==> src/rtl/clk_div_multi.sv <==
// Multi-channel clock divider: NUM_CH independent 50%-duty divided clocks with rise-aligned ticks.
// Divisor and enable updates are applied only at toggle points so outputs never glitch.
module clk_div_multi #(
  parameter int NUM_CH            = 4,
  parameter int WIDTH_DIV         = 16,
  parameter int WIDTH_CONFIG_ADDR = 8,
  parameter int WIDTH_CONFIG_DATA = 16,
  parameter int DEFAULT_DIV       = 2
) (
  input  logic                         clk,
  input  logic                         rst_n,
  input  logic [WIDTH_CONFIG_ADDR-1:0] c_addr,
  input  logic [WIDTH_CONFIG_DATA-1:0] c_data,
  input  logic                         c_valid,
  output logic                         c_ready,
  output logic [NUM_CH-1:0]            clk_out,
  output logic [NUM_CH-1:0]            tick
);

  typedef enum logic {
    IDLE  = 1'b0,
    APPLY = 1'b1
  } cfg_state_e;

  localparam logic [WIDTH_DIV-1:0]         DEF_DIV   = WIDTH_DIV'(DEFAULT_DIV);
  localparam logic [WIDTH_DIV-1:0]         ONE_DIV   = WIDTH_DIV'(1);
  localparam logic [WIDTH_CONFIG_ADDR-1:0] MASK_ADDR = WIDTH_CONFIG_ADDR'(NUM_CH);

  cfg_state_e state_q, state_d;
  logic [NUM_CH-1:0] en_q, en_d;
  logic [NUM_CH-1:0] o_q, o_d;
  logic [NUM_CH-1:0] tick_q, tick_d;
  logic [WIDTH_DIV-1:0] cnt_q [NUM_CH];
  logic [WIDTH_DIV-1:0] cnt_d [NUM_CH];
  logic [WIDTH_DIV-1:0] div_q [NUM_CH];
  logic [WIDTH_DIV-1:0] div_d [NUM_CH];
  logic [WIDTH_DIV-1:0] shd_q [NUM_CH];
  logic [WIDTH_DIV-1:0] shd_d [NUM_CH];

  logic                 accept;
  logic [WIDTH_DIV-1:0] wr_raw;
  logic [WIDTH_DIV-1:0] wr_div;
  logic [NUM_CH-1:0]    run;
  logic [NUM_CH-1:0]    wrap;

  generate
    if (WIDTH_CONFIG_DATA >= WIDTH_DIV) begin : g_div_trunc
      assign wr_raw = c_data[WIDTH_DIV-1:0];
    end else begin : g_div_zext
      assign wr_raw = {{(WIDTH_DIV-WIDTH_CONFIG_DATA){1'b0}}, c_data};
    end
  endgenerate

  assign wr_div = (wr_raw == '0) ? ONE_DIV : wr_raw;

  // Handshake: a write transfers on a rising edge where c_valid && c_ready are both high;
  // the target register takes the value on that same edge and c_ready drops for one cycle.
  assign c_ready = (state_q == IDLE);
  assign accept  = c_valid && c_ready;

  always_comb begin
    state_d = state_q;
    en_d    = en_q;
    for (int i = 0; i < NUM_CH; i++) begin
      shd_d[i] = shd_q[i];
    end
    case (state_q)
      IDLE:    if (accept) state_d = APPLY;
      APPLY:   state_d = IDLE;
      default: state_d = IDLE;
    endcase
    if (accept) begin
      if (c_addr == MASK_ADDR) begin
        en_d = c_data[NUM_CH-1:0];
      end
      for (int i = 0; i < NUM_CH; i++) begin
        if (c_addr == WIDTH_CONFIG_ADDR'(i)) begin
          shd_d[i] = wr_div;
        end
      end
    end
  end

  // A disabled channel that is still high keeps running until it falls, so highs are never cut short.
  always_comb begin
    o_d    = o_q;
    tick_d = '0;
    run    = '0;
    wrap   = '0;
    for (int i = 0; i < NUM_CH; i++) begin
      cnt_d[i] = cnt_q[i];
      div_d[i] = div_q[i];
      run[i]   = en_q[i] | o_q[i];
      wrap[i]  = (cnt_q[i] == (div_q[i] - ONE_DIV));
      if (run[i]) begin
        if (wrap[i]) begin
          cnt_d[i]  = '0;
          o_d[i]    = ~o_q[i];
          div_d[i]  = shd_q[i];
          tick_d[i] = ~o_q[i];
        end else begin
          cnt_d[i] = cnt_q[i] + ONE_DIV;
        end
      end else begin
        cnt_d[i] = '0;
        o_d[i]   = 1'b0;
        div_d[i] = shd_q[i];
      end
    end
  end

  always_ff @(posedge clk or negedge rst_n) begin
    if (!rst_n) begin
      state_q <= IDLE;
      en_q    <= '1;
      o_q     <= '0;
      tick_q  <= '0;
      for (int i = 0; i < NUM_CH; i++) begin
        cnt_q[i] <= '0;
        div_q[i] <= DEF_DIV;
        shd_q[i] <= DEF_DIV;
      end
    end else begin
      state_q <= state_d;
      en_q    <= en_d;
      o_q     <= o_d;
      tick_q  <= tick_d;
      for (int i = 0; i < NUM_CH; i++) begin
        cnt_q[i] <= cnt_d[i];
        div_q[i] <= div_d[i];
        shd_q[i] <= shd_d[i];
      end
    end
  end

  assign clk_out = o_q;
  assign tick    = tick_q;

endmodule

==> config.mk <==
export PLATFORM = sky130hd
export DESIGN_NAME = clk_div_multi
export DESIGN_NICKNAME = d
export VERILOG_FILES = /design/src/rtl/clk_div_multi.sv
export SDC_FILE = /design/constraint.sdc
export NUM_CORES = 1
export LEC_CHECK = 0
export ABC_AREA = 1
export BUFFER_PORTS_ARGS = -buffer_cell sky130_fd_sc_hd__buf_2
export CAP_MARGIN = 25
export CORE_AREA = 3 3 149 151
export CTS_CLUSTER_SIZE = 30
export DETAILED_ROUTE_END_ITERATION = 10
export DIE_AREA = 0 0 152 154
export PLACE_DENSITY_LB_ADDON = 0.25
export SLEW_MARGIN = 20
export SYNTH_ARGS = -nofsm -noshare
export SYNTH_HDL_FRONTEND = slang
export SYNTH_SLANG_ARGS = --single-unit
==> constraint.sdc <==
create_clock -name clk -period 2.85 [get_ports clk]
set_input_delay 0.4275 -clock clk [delete_from_list [all_inputs] [get_ports clk]]
set_output_delay 0.4275 -clock clk [all_outputs]
set_load 0.05 [all_outputs]
# --- After elaboration in Yosys (flattened, before gate mapping) ---
# Index checks and enable logic that the tools add are counted.
word_totals:
  word_cells: 91
  out_inout_bits: 9
  reg_bits: 205
  input_bits: 27
classes:
  eq_ne: 12
  n_reduce_logical: 8
  n_bitwise: 9
  mux: 35
  addsub: 8
op_table:
  columns: ["cell", "n"]
  rows:
  - ["$mux 16", 17]
  - ["$add 16x1->16 const B", 4]
  - ["$eq 16x16->1", 4]
  - ["$sub 16x1->16 const B", 4]
  - ["$mux 1", 17]
  - ["$eq 8x2->1 const B", 2]
  - ["$logic_not 16->1", 1]
  - ["$reduce_and 2->1", 5]
  - ["$eq 8x1->1 const B", 1]
  - ["$eq 8x3->1 const B", 1]
  - ["$logic_not 8->1", 1]
  - ["$ne 2x1->1 const B", 4]
  - ["$not 1->1", 5]
  - ["$or 1x1->1", 4]
  - ["$pmux 1 s2", 1]
  - ["$logic_and 1x1->1", 1]

# --- Longest topological paths before layout ---
# Gate-level depths: netlist of run 1.
logic_depth:
  word_depth: 4
  depth_mapped: 16
  depth_no_buf: 15

# --- Worst setup path after synthesis of run 1 ---
# No wires, ideal clock.
synth_path:
  kind: "register to register"
  from: "register div_q[1] (netlist name)"
  to: "register div_q[10] (netlist name)"
  stages_incl_launch_ff: 11
  n_path_buf: 1
  t_arrival_ns: 1.940
  setup_slack_ns: 0.793
  setup_time_ns: 0.117
  required_ns: 2.733
  period_less_slack_ns: 2.057
  cell_sequence: "dfstp_2 > inv_1 > ha_1 > xor2_1 > xor2_1 > nand3_1 > nor3_1 > nand2_2 > buf_2 > nand3_1 > nand2_1"
synth_via:
  elab_chain_cells: 3
synth_rtl:
  columns: ["item", "line", "rtl"]
  rows:
  - ["start: declaration", "35", "logic [WIDTH_DIV-1:0] div_q [NUM_CH];"]
  - ["start signal: indexed assignment", "130", "div_q[i] <= div_d[i];"]
  - ["$sub 16x1->16", "94", "wrap[i] = (cnt_q[i] == (div_q[i] - ONE_DIV));"]
  - ["$eq 16x16->1", "94", null]
  - ["$ne 2x1->1 (no source line)", null, null]
# No other way between the ends.
# A chain may end at the register's enable or synchronous reset.

# --- Worst setup path in the final report of run 1 ---
layout_path:
  from: "register div_q[32] (netlist name)"
  to: "register div_q[44] (netlist name)"
# Same word-level chain as after synthesis.

==> qor.csv, run 1 <==
stage,metric,value,unit
layout,final_nets,1631,
worst_setup_path,end_kind,flop,
sta,fin_crit_sh,0.8281,
pwr,peakVddDrop,0.0004760,V
worst_setup_path,arrival,2810,ps
drt,first_pass_iters,5,
place,post_dp_cell_area,11920,µm²
worst_setup_path,reg2regPathDepth,14,
layout,antenna_cells,0,
place,gp_congestion,0.9325,
drt,wl_per_cell,14.07,µm
synth,yosysTopAreaCellShare,0.4199,
global_routing,track_usage,0.2326,
synth,syn_inst,1565,
sta,tns,0,ps
sta,rsz0062_at_grt,false,
synth,synthFlopType,dfrtp_1,
synth,yosysUniqueCellTypes,37,
drt,wl,26540,µm
worst_setup_path,r2r_start,div_q[32]$_DFFE_PN0P_,
worst_setup_path,crit_fanout,33,
worst_setup_path,crit_buf_inv,1,
synth,synth.top_cells.by_count,"508 x nand2_1, 212 x nor2_1, 193 x dfrtp_1",
worst_setup_path,critPathLaunchType,flop,
pwr,leakage,6.476,nW
floorplanning,fp.dieW,152,µm
drt,drc,0,
sta,relSlewSlack,0.4254,
worst_setup_path,worstPathCellList,inv_1 -> ha_1 -> nand2_2 -> nor2_4 -> nand2_1 -> nand2_1 -> nand2_1 -> nor2_1 -> nand2_1 -> nor2_2 -> nand2_4 -> nand2_8 -> nand2_1 -> nand2_1,
hold_path,min_from,c_data[0],
sta,layout_min_cycle_time,2360,ps
synth,synth.most_common_cell,nand2_1,
clock_network,clock-sinks,205,
global_routing,grt_start_max_net_pins,71,
clock_network,cts_tree,yes,
synth,yosysWarnings,0,
floorplanning,ios,36,
clock_network,cts-root-buf,clkbuf_16,
global_routing,grt_pass1_vias,9547,
synth,ys_seq_area_frac,0.4473,
drt,m1WireLength,12300,µm
worst_setup_path,critPathKind,flop to flop,
floorplanning,coreArea,20960,µm²
synth,synthArstFlopShare,1.000,
drt,route.vias.total,9754,
synth,synth_nets,1600,
layout,n_fill_cell,1953,
layout,area.growth.synth_to_final,10.80,%
global_routing,grt.overflow.total,0,
clock_network,insertion_delay,510,ps
synth,synth_edf_count,0,
layout,final_area,12740,µm²
synth,postSynthAreaPerCell,7.349,µm²
outcome,outcome,completed,
worst_setup_path,critPathMaxStageDelay,400,ps
drt,dr.max_layer_used,met4,
sta,hold_violations,0,
worst_setup_path,critPathSlowestCell,dfrtp_1,
synth,synth_area,11500,µm²
drt,vias_per_cell,5.172,
sta,fmaxAchievable,423.7,MHz
global_routing,antenna_found_initial,0,
layout,drive_gt1_frac,0.07945,
drt,routed-wl-met3,1488,µm
synth,synth_top_area_cell,dfrtp_1,
synth,synth_seq_cells,205,
floorplanning,initial_core_util,0.5488,
hold_path,hold_path_class,input port to flop,
sta,tightest_slew,850.7,ps
pwr,power_density,611.1,nW/µm²
clock_network,clockBufferDepth,3,
worst_setup_path,required,3300,ps
clock_network,numCtsBuffers,23,
drt,wl_met2,12160,µm
place,port_buffers,35,
worst_setup_path,crit_family,simple AND/OR/NAND/NOR gates,
clock_network,path_clk_slew,60,ps
floorplanning,die_h,154,µm
synth,synthTopCellsByArea,"dfrtp_1 42%, nand2_1 17%, nor2_1 6.9%",
sta,slew_violations,0,
floorplanning,die_area,23410,µm²
worst_setup_path,path_common_cell,nand2_1,
hold_path,hold_depth,2,
place,hpwl,19100,µm
hold_path,min_to,en_q[0]$_DFFE_PN1P_,
clock_network,htree_num_levels,1,
global_routing,grt_pass1_wl,46100,µm
sta,finClkSkew,10.19,ps
sta,setup_violations,0,
drt,ant_nets,0,
worst_setup_path,r2r_slack,490,ps
floorplanning,num_rows,53,
drt,dr.first_iter.drc_count,682,
flow_run,maxCapViolCount,0,
worst_setup_path,reg2reg_to,div_q[44]$_DFFE_PN0P_,
what timing repair did:
| action | in CTS | in global routing |
|---|---|---|
| buffers inserted | 0 | 0 |
| hold buffers | 1 | 0 |
| resized for setup | 0 | 0 |
| endpoints found under the hold margin | 48 | 0 |
layout by cell type, fill, tap and decap left out, drive strengths merged, types with 3 or more instances in the layout:
| cell | Yosys | final |
|---|---|---|
| nor2 | 226 | 226 |
| dfstp | 12 | 12 |
| clkinv | 0 | 3 |
| ha | 8 | 8 |
| or2 | 6 | 6 |
| inv | 150 | 150 |
| a21oi | 3 | 3 |
| nand2 | 516 | 516 |
| o21ai | 87 | 87 |
| xnor2 | 43 | 43 |
| nor3 | 18 | 18 |
| bufinv | 0 | 4 |
| buf | 26 | 46 |
| xor2 | 41 | 41 |
| dfrtp | 193 | 193 |
| nand3b | 28 | 28 |
| nand3 | 151 | 151 |
| nand4 | 30 | 30 |
| clkbuf | 16 | 33 |
worst register-to-register path, cell delays in order, from the launching register on:
cell and delay (ps):
dfrtp_1 400, inv_1 120, ha_1 290, nand2_2 150
nor2_4 210, nand2_1 70, nand2_1 80, nand2_1 50
nor2_1 100, nand2_1 70, nor2_2 160, nand2_4 180
nand2_8 250, nand2_1 100, nand2_1 60
metal layers:
metal,vias to the layer above,track usage
met4,0,0.06464
met3,42,0.03012
met2,214,0.3802
met5,-,0
met1,4507,0.3296
li1,4991,-
layout make-up:
class                      count  area [µm²]  area share
multi-input combinational   1168        5558      0.4361
inverter                     150       563.0     0.04418
timing repair buffer          48       321.6     0.02523
clock buffer                  32       669.4     0.05253
sequential                   205        5145      0.4037
tap                          275       344.1     0.02700
clock inverter                 8       142.6     0.01119
where the power goes:
group	switching, mW	total (mW)	leakage, nW	internal, mW
logic	1.00	1.49	3.28	0.488
registers	0.112	3.14	2.80	3.02
clock network	1.17	3.16	0.399	1.99
registers in the layout, indices dropped and copies added, names as in the netlist:
signal / flops
cnt_q: 64
div_q: 64
shd_q: 64
clk_out: 4
en_q: 4
tick: 4
state_q: 1
how the worst max path moves through the flow:
stage / from / to / depth (start not counted)
2_1_floorplan: div_q[1]$_DFFE_PN1P_ / div_q[10]$_DFFE_PN0P_ / 10
3_3_place_gp: div_q[0]$_DFFE_PN0P_ / div_q[1]$_DFFE_PN1P_ / 14
3_5_place_dp: div_q[32]$_DFFE_PN0P_ / div_q[44]$_DFFE_PN0P_ / 14
4_1_cts: div_q[32]$_DFFE_PN0P_ / div_q[41]$_DFFE_PN0P_ / 14
5_1_grt: div_q[48]$_DFFE_PN0P_ / div_q[51]$_DFFE_PN0P_ / 15
6_report: div_q[32]$_DFFE_PN0P_ / div_q[44]$_DFFE_PN0P_ / 14
kinds of logic (layout without fill, tap and decap cells):
kind of cell    Yosys count  in the layout  share of synthesized area
compound gates           93             93                    0.04123
xor+xnor                 84             84                    0.06462
fa+ha+maj                 8              8                   0.008704
buf+inv                 192            238                    0.06941
flops                   205            205                     0.4473
mux                       1              1                  0.0009790
simple gates            982            982                     0.3677
through the flow:
step | total power [mW] | util | instances | hold slack, ps | setup slack (ps)
2_1_floorplan | 4.297 | - | 1565 | 131.9 | 793.3
3_3_place_gp | 4.642 | 0.5689 | 1845 | 422.7 | 560.6
3_5_place_dp | 4.678 | 0.5689 | 1845 | 428.5 | 495.3
4_1_cts | 7.856 | 0.6081 | 1886 | 205.1 | 457.8
5_1_grt | 8.239 | 0.6081 | 1886 | 225.2 | 210.7
6_report | 7.788 | 0.6081 | 1886 | 215.7 | 489.9
No activity file was read; power rests on OpenSTA's default activity.
==> run 2: changes to the inputs <==
==> constraint.sdc (replaced) <==
create_clock -name clk -period 1.96 [get_ports clk]
set_input_delay 0.294 -clock clk [delete_from_list [all_inputs] [get_ports clk]]
set_output_delay 0.294 -clock clk [all_outputs]
set_load 0.05 [all_outputs]
==> run 2 against run 1 <==
The flow now finishes with violations (negative setup slack). Via count increased by 12%. Clock power increased by 56%. Worst hold slack got worse by 130 ps. Non-clock buffer count increased by 141. Setup slack got worse by 690 ps. Clock skew increased by 23 ps. Register-to-register slack got worse by 690 ps. Utilization increased by 11 points. Cell count increased by 7.6%. Routed wire length increased by 20%.
==> qor.csv, run 2 (synthesis results as in run 1) <==
stage,metric,value,unit
outcome,outcome,"complete, but fails checks",
outcome,violations,negative setup slack,
worst_setup_path,crit_fanout,6,
worst_setup_path,critPathMaxStageDelay,580,ps
clock_network,insertion_delay,550,ps
worst_setup_path,required,2440,ps
worst_setup_path,end_kind,flop,
global_routing,antenna_found_initial,0,
worst_setup_path,critPathSlowestCell,dfstp_2,
worst_setup_path,critPathKind,flop to flop,
drt,dr.first_iter.drc_count,660,
layout,drive_gt1_frac,0.2764,
layout,seq_area,5159,µm²
sta,hold_violations,0,
hold_path,min_from,c_data[0],
clock_network,clock-sinks,205,
flow_run,maxCapViolCount,0,
pwr,power_density,848.2,nW/µm²
sta,tightest_slew,816.9,ps
layout,final_nets,1773,
layout,instances_no_fill,2030,
clock_network,cts_tree,yes,
sta,rsz0062_at_grt,true,
global_routing,grt_pass1_vias,10528,
worst_setup_path,worstPathCellList,inv_2 -> ha_4 -> or2_4 -> nand2_2 -> nand2_1 -> nand2_1 -> nand4_1 -> nor2_2 -> nand2_4 -> nand2_8 -> clkbuf_16 -> nand2_2 -> nand2_1,
drt,route.vias.total,10894,
pwr,leakage,7.502,nW
worst_setup_path,reg2regPathDepth,13,
global_routing,grt_start_max_net_pins,50,
place,gp_congestion,0.9320,
layout,antenna_cells,0,
worst_setup_path,r2r_slack,-200,ps
layout,reg_top3,"cnt_q (64), div_q (64), shd_q (64)",
clock_network,cts-root-buf,clkbuf_16,
global_routing,grt.overflow.total,0,
worst_setup_path,arrival,2640,ps
worst_setup_path,path_common_cell,nand2_1,
drt,vias_per_cell,5.367,
sta,layout_min_cycle_time,2161,ps
layout,multi_input_area,6471,µm²
sta,fmaxAchievable,462.7,MHz
global_routing,grt_pass1_wl,50850,µm
place,port_buffers,35,
clock_network,numCtsBuffers,23,
floorplanning,coreArea,20960,µm²
sta,fin_crit_sh,1.103,
floorplanning,initial_core_util,0.5488,
sta,relSlewSlack,0.4548,
drt,wl_per_cell,15.68,µm
drt,first_pass_iters,5,
place,post_dp_cell_area,12820,µm²
global_routing,track_usage,0.2585,
hold_path,hold_path_class,input port to flop,
pwr,power,12.81,mW
layout,n_fill_cell,1568,
floorplanning,num_rows,53,
drt,ant_nets,0,
sta,setup_ws,-201.2,ps
worst_setup_path,reg2reg_to,div_q[52]$_DFFE_PN0P_,
floorplanning,fp.dieW,152,µm
layout,final_area,15100,µm²
worst_setup_path,critPathLaunchType,flop,
place,numPlacedInstances,1956,
drt,drc,0,
worst_setup_path,r2r_start,div_q[49]$_DFFE_PN1P_,
hold_path,hold_depth,2,
clock_network,htree_num_levels,1,
floorplanning,die_h,154,µm
drt,wl,31830,µm
floorplanning,ios,36,
clock_network,clockBufferDepth,3,
sta,setup_violations,133,
place,hpwl,20310,µm
pwr,peakVddDrop,0.0009961,V
sta,finClkSkew,33.54,ps
sta,slew_violations,0,
layout,mostFrequentLayoutCell,nand2_1,
layout,area.growth.synth_to_final,31.32,%
floorplanning,die_area,23410,µm²
clock_network,path_clk_slew,70,ps
hold_path,min_to,en_q[0]$_DFFE_PN1P_,
layout,final_cell_mix,"432 x nand2_1, 182 x dfrtp_1, 140 x nor2_1",
run 2: cell count changes in the layout (fill, tap and decap cells not counted), sizes merged:
cell and change:
clkbuf -3, clkinvlp +2, inv +5, nand2 +1, clkinv +1, bufinv +2
buf +136
run 2: through the flow:
stage,utilization,setup slack (ps),setup TNS (ps),hold slack (ps)
after CTS,0.6800,-83.85,-3843,51.35
final,0.7207,-201.2,-18100,90.47
after global routing,0.7207,-363.3,-37050,69.05
after detailed placement,0.6118,-177.2,-12300,283.5
after global placement,0.6118,-106.7,-6085,275.2
after floorplan,-,4.613,0,-1.591
run 2: worst max-delay path by stage:
stage / startpoint / to / slack [ps]
CTS: div_q[33]$_DFFE_PN1P_ / div_q[41]$_DFFE_PN0P_ / -80
floorplan: div_q[0]$_DFFE_PN0P_ / cnt_q[6]$_DFF_PN0_ / 5
detailed placement: div_q[48]$_DFFE_PN0P_ / div_q[49]$_DFFE_PN1P_ / -180
finish: div_q[49]$_DFFE_PN1P_ / div_q[52]$_DFFE_PN0P_ / -200
global placement: div_q[48]$_DFFE_PN0P_ / div_q[50]$_DFFE_PN0P_ / -110
global route: div_q[54]$_DFFE_PN0P_ / div_q[62]$_DFFE_PN0P_ / -360
run 2: worst max-delay path: cells and delay by family, from the launching register on:
family | cells | cell delay [ps]
buffers and inverters | 2 | 240
flip-flops | 1 | 580
AND/OR/NAND/NOR | 10 | 1100
adder cells (fa/ha/maj) | 1 | 180
run 2: layout make-up:
| type | instances | area share |
|---|---|---|
| sequential | 205 | 0.3416 |
| multi-input combinational | 1169 | 0.4285 |
| clock inverter | 18 | 0.01905 |
| tap | 275 | 0.02278 |
| inverter | 150 | 0.03728 |
| clock buffer | 24 | 0.03836 |
| timing repair buffer | 189 | 0.1125 |
run 2: what timing repair did:
item	in CTS	in global routing
cloned	9	6
endpoints found under the hold margin	35	0
gates resized for setup	95	209
buffers inserted	16	8
pin swaps	37	66
endpoints found under the setup margin	134	136
hold buffers	1	0
run 2: layer usage:
layer / vias up / wire length [µm] / part of all wire / GRT usage
met5: - / 0 / 0 / 0
met4: 0 / 1170 / 0.037 / 0.07834
met1: 5216 / 13530 / 0.43 / 0.3412
met2: 297 / 15620 / 0.49 / 0.4439
li1: 5300 / - / - / -
met3: 81 / 1510 / 0.047 / 0.03856
run 2: power by group:
part / total (mW) / switching [mW] / internal [mW]
combinational: 3.32 / 1.97 / 1.35
clock: 4.92 / 1.92 / 3.00
sequential: 4.57 / 0.172 / 4.40
==> run 3: changes to the inputs <==
--- a/config.mk
+++ b/config.mk
@@ -9,9 +9,11 @@
 export BUFFER_PORTS_ARGS = -buffer_cell sky130_fd_sc_hd__buf_2
 export CAP_MARGIN = 25
 export CORE_AREA = 3 3 149 151
+export CTS_BUF_LIST = sky130_fd_sc_hd__clkbuf_16
 export CTS_CLUSTER_SIZE = 30
 export DETAILED_ROUTE_END_ITERATION = 10
 export DIE_AREA = 0 0 152 154
+export HOLD_SLACK_MARGIN = 0.05
 export PLACE_DENSITY_LB_ADDON = 0.25
 export SLEW_MARGIN = 20
 export SYNTH_ARGS = -nofsm -noshare
==> run 3 against run 2 <==
The flow still finishes with violations (negative setup slack). Design area did not move. Clock power barely moved. Non-clock buffer count did not move. Global-route usage did not move. Combinational power barely moved. Sequential power barely moved. Routed wire length barely moved. Register-to-register slack barely moved. Setup slack barely moved. Largest cell class unchanged.
==> qor.csv, run 3 (synthesis results as in run 1) <==
stage,metric,value,unit
layout,final_cell_mix,"432 x nand2_1, 182 x dfrtp_1, 140 x nor2_1",
drt,wl_per_cell,15.68,µm
global_routing,grt.overflow.total,0,
drt,wl_met2,15650,µm
global_routing,grt_pass1_vias,10528,
drt,routed-wl-met3,1500,µm
worst_setup_path,critPathMaxStageDelay,580,ps
worst_setup_path,crit_buf_inv,2,
pwr,netSwitchingFraction,0.3169,
pwr,peakVddDrop,0.0009945,V
outcome,outcome,"complete, but fails checks",
hold_path,min_to,en_q[0]$_DFFE_PN1P_,
layout,mostFrequentLayoutCell,nand2_1,
sta,tightest_slew,827.3,ps
worst_setup_path,required,2440,ps
sta,relSlewSlack,0.4479,
worst_setup_path,worstPathCellList,inv_2 -> ha_4 -> or2_4 -> nand2_2 -> nand2_1 -> nand2_1 -> nand4_1 -> nor2_2 -> nand2_4 -> nand2_8 -> clkbuf_16 -> nand2_2 -> nand2_1,
sta,hold_violations,0,
drt,m1WireLength,13510,µm
clock_network,cts_tree,yes,
global_routing,track_usage,0.2585,
drt,dr.first_iter.drc_count,662,
layout,instances_no_fill,2030,
floorplanning,ios,36,
worst_setup_path,crit_family,simple AND/OR/NAND/NOR gates,
sta,layout_min_cycle_time,2162,ps
worst_setup_path,critPathKind,flop to flop,
sta,finClkSkew,33.90,ps
layout,reg_top3,"cnt_q (64), div_q (64), shd_q (64)",
worst_setup_path,path_common_cell,nand2_1,
sta,rsz0062_at_grt,true,
floorplanning,fp.dieW,152,µm
place,post_dp_cell_area,12820,µm²
clock_network,cts-root-buf,clkbuf_16,
clock_network,clockBufferDepth,3,
drt,ant_nets,0,
layout,final_area,15100,µm²
hold_path,hold_depth,2,
floorplanning,die_h,154,µm
floorplanning,initial_core_util,0.5488,
drt,dr.max_layer_used,met4,
global_routing,grt_start_max_net_pins,50,
pwr,power_frac_clock,0.384,
sta,tns,-18040,ps
pwr,switchingPower,4.058,mW
place,port_buffers,35,
clock_network,insertion_delay,550,ps
worst_setup_path,reg2reg_to,div_q[52]$_DFFE_PN0P_,
worst_setup_path,reg2regPathDepth,13,
worst_setup_path,r2r_slack,-200,ps
drt,vias_per_cell,5.361,
place,numPlacedInstances,1956,
worst_setup_path,crit_fanout,6,
hold_path,min_from,c_data[0],
worst_setup_path,critPathLaunchType,flop,
sta,fmaxAchievable,462.6,MHz
worst_setup_path,critPathSlowestCell,dfstp_2,
worst_setup_path,arrival,2640,ps
sta,setup_violations,133,
clock_network,clock-sinks,205,
pwr,leakage,7.507,nW
floorplanning,die_area,23410,µm²
pwr,power,12.80,mW
pwr,pwr-share-seq,0.357,
layout,area.growth.synth_to_final,31.32,%
layout,drive_gt1_frac,0.2764,
sta,fin_crit_sh,1.103,
worst_setup_path,r2r_start,div_q[49]$_DFFE_PN1P_,
place,gp_congestion,0.9320,
clock_network,htree_num_levels,1,
layout,final_nets,1773,
drt,route.vias.total,10883,
pwr,power_density,847.7,nW/µm²
global_routing,grt_pass1_wl,50850,µm
global_routing,antenna_found_initial,0,
flow_run,maxCapViolCount,0,
drt,first_pass_iters,5,
drt,wl,31830,µm
layout,antenna_cells,0,
floorplanning,num_rows,53,
clock_network,path_clk_slew,70,ps
drt,drc,0,
pwr,combPwrFrac,0.259,
sta,slew_violations,0,
pwr,internal_power,8.746,mW
worst_setup_path,end_kind,flop,
clock_network,numCtsBuffers,23,
place,hpwl,20310,µm
floorplanning,coreArea,20960,µm²
sta,setup_ws,-201.6,ps
hold_path,hold_path_class,input port to flop,
outcome,violations,negative setup slack,
run 3: stage by stage:
| stage | util | hold WS (ps) | worst slack (ps) |
|---|---|---|---|
| 6_report | 0.7207 | 90.45 | -201.6 |
| 5_1_grt | 0.7207 | 69.05 | -363.3 |
| 4_1_cts | 0.6800 | 51.35 | -84.07 |
| 3_5_place_dp | 0.6118 | 283.5 | -177.2 |
| 3_3_place_gp | 0.6118 | 275.2 | -106.7 |
| 2_1_floorplan | - | -1.591 | 4.613 |
run 3: power by group through the flow:
stage | clock network [mW] | logic [mW] | registers, mW
floorplan | 0 | 1.62 | 4.63
global placement | 0 | 2.55 | 4.61
detailed placement | 0 | 2.62 | 4.61
CTS | 4.98 | 2.92 | 4.55
global route | 5.15 | 3.65 | 4.59
finish | 4.91 | 3.32 | 4.57
run 3: area by class of cell:
type	count	area (µm²)
multi-input cells	1169	6471
fillers	1568	5852
flip-flops and latches	205	5159
repair buffers	189	1699
clock buffers	23	575.6
inverters	150	563.0
well taps	275	344.1
clock inverters	19	291.5
run 3: worst max path at each step:
stage	start	to	slack (ps)	depth (start not counted)
floorplan	div_q[0]$_DFFE_PN0P_	cnt_q[6]$_DFF_PN0_	5	14
global placement	div_q[48]$_DFFE_PN0P_	div_q[50]$_DFFE_PN0P_	-110	16
global route	div_q[54]$_DFFE_PN0P_	div_q[62]$_DFFE_PN0P_	-360	14
detailed placement	div_q[48]$_DFFE_PN0P_	div_q[49]$_DFFE_PN1P_	-180	15
finish	div_q[49]$_DFFE_PN1P_	div_q[52]$_DFFE_PN0P_	-200	13
CTS	div_q[33]$_DFFE_PN1P_	div_q[41]$_DFFE_PN0P_	-80	12
run 3: layer usage:
metal / up-vias / global-route usage
met1: 5211 / 0.3412
met2: 291 / 0.4439
met3: 81 / 0.03856
met4: 0 / 0.07834
li1: 5300 / -
met5: - / 0
run 3: repair_timing:
item / in CTS / in global routing
pin swaps: 38 / 66
resized for setup: 95 / 209
endpoints found under the setup margin: 134 / 136
hold buffers: 1 / 0
gates cloned: 9 / 6
endpoints found under the hold margin: 38 / 0
setup buffers: 16 / 8
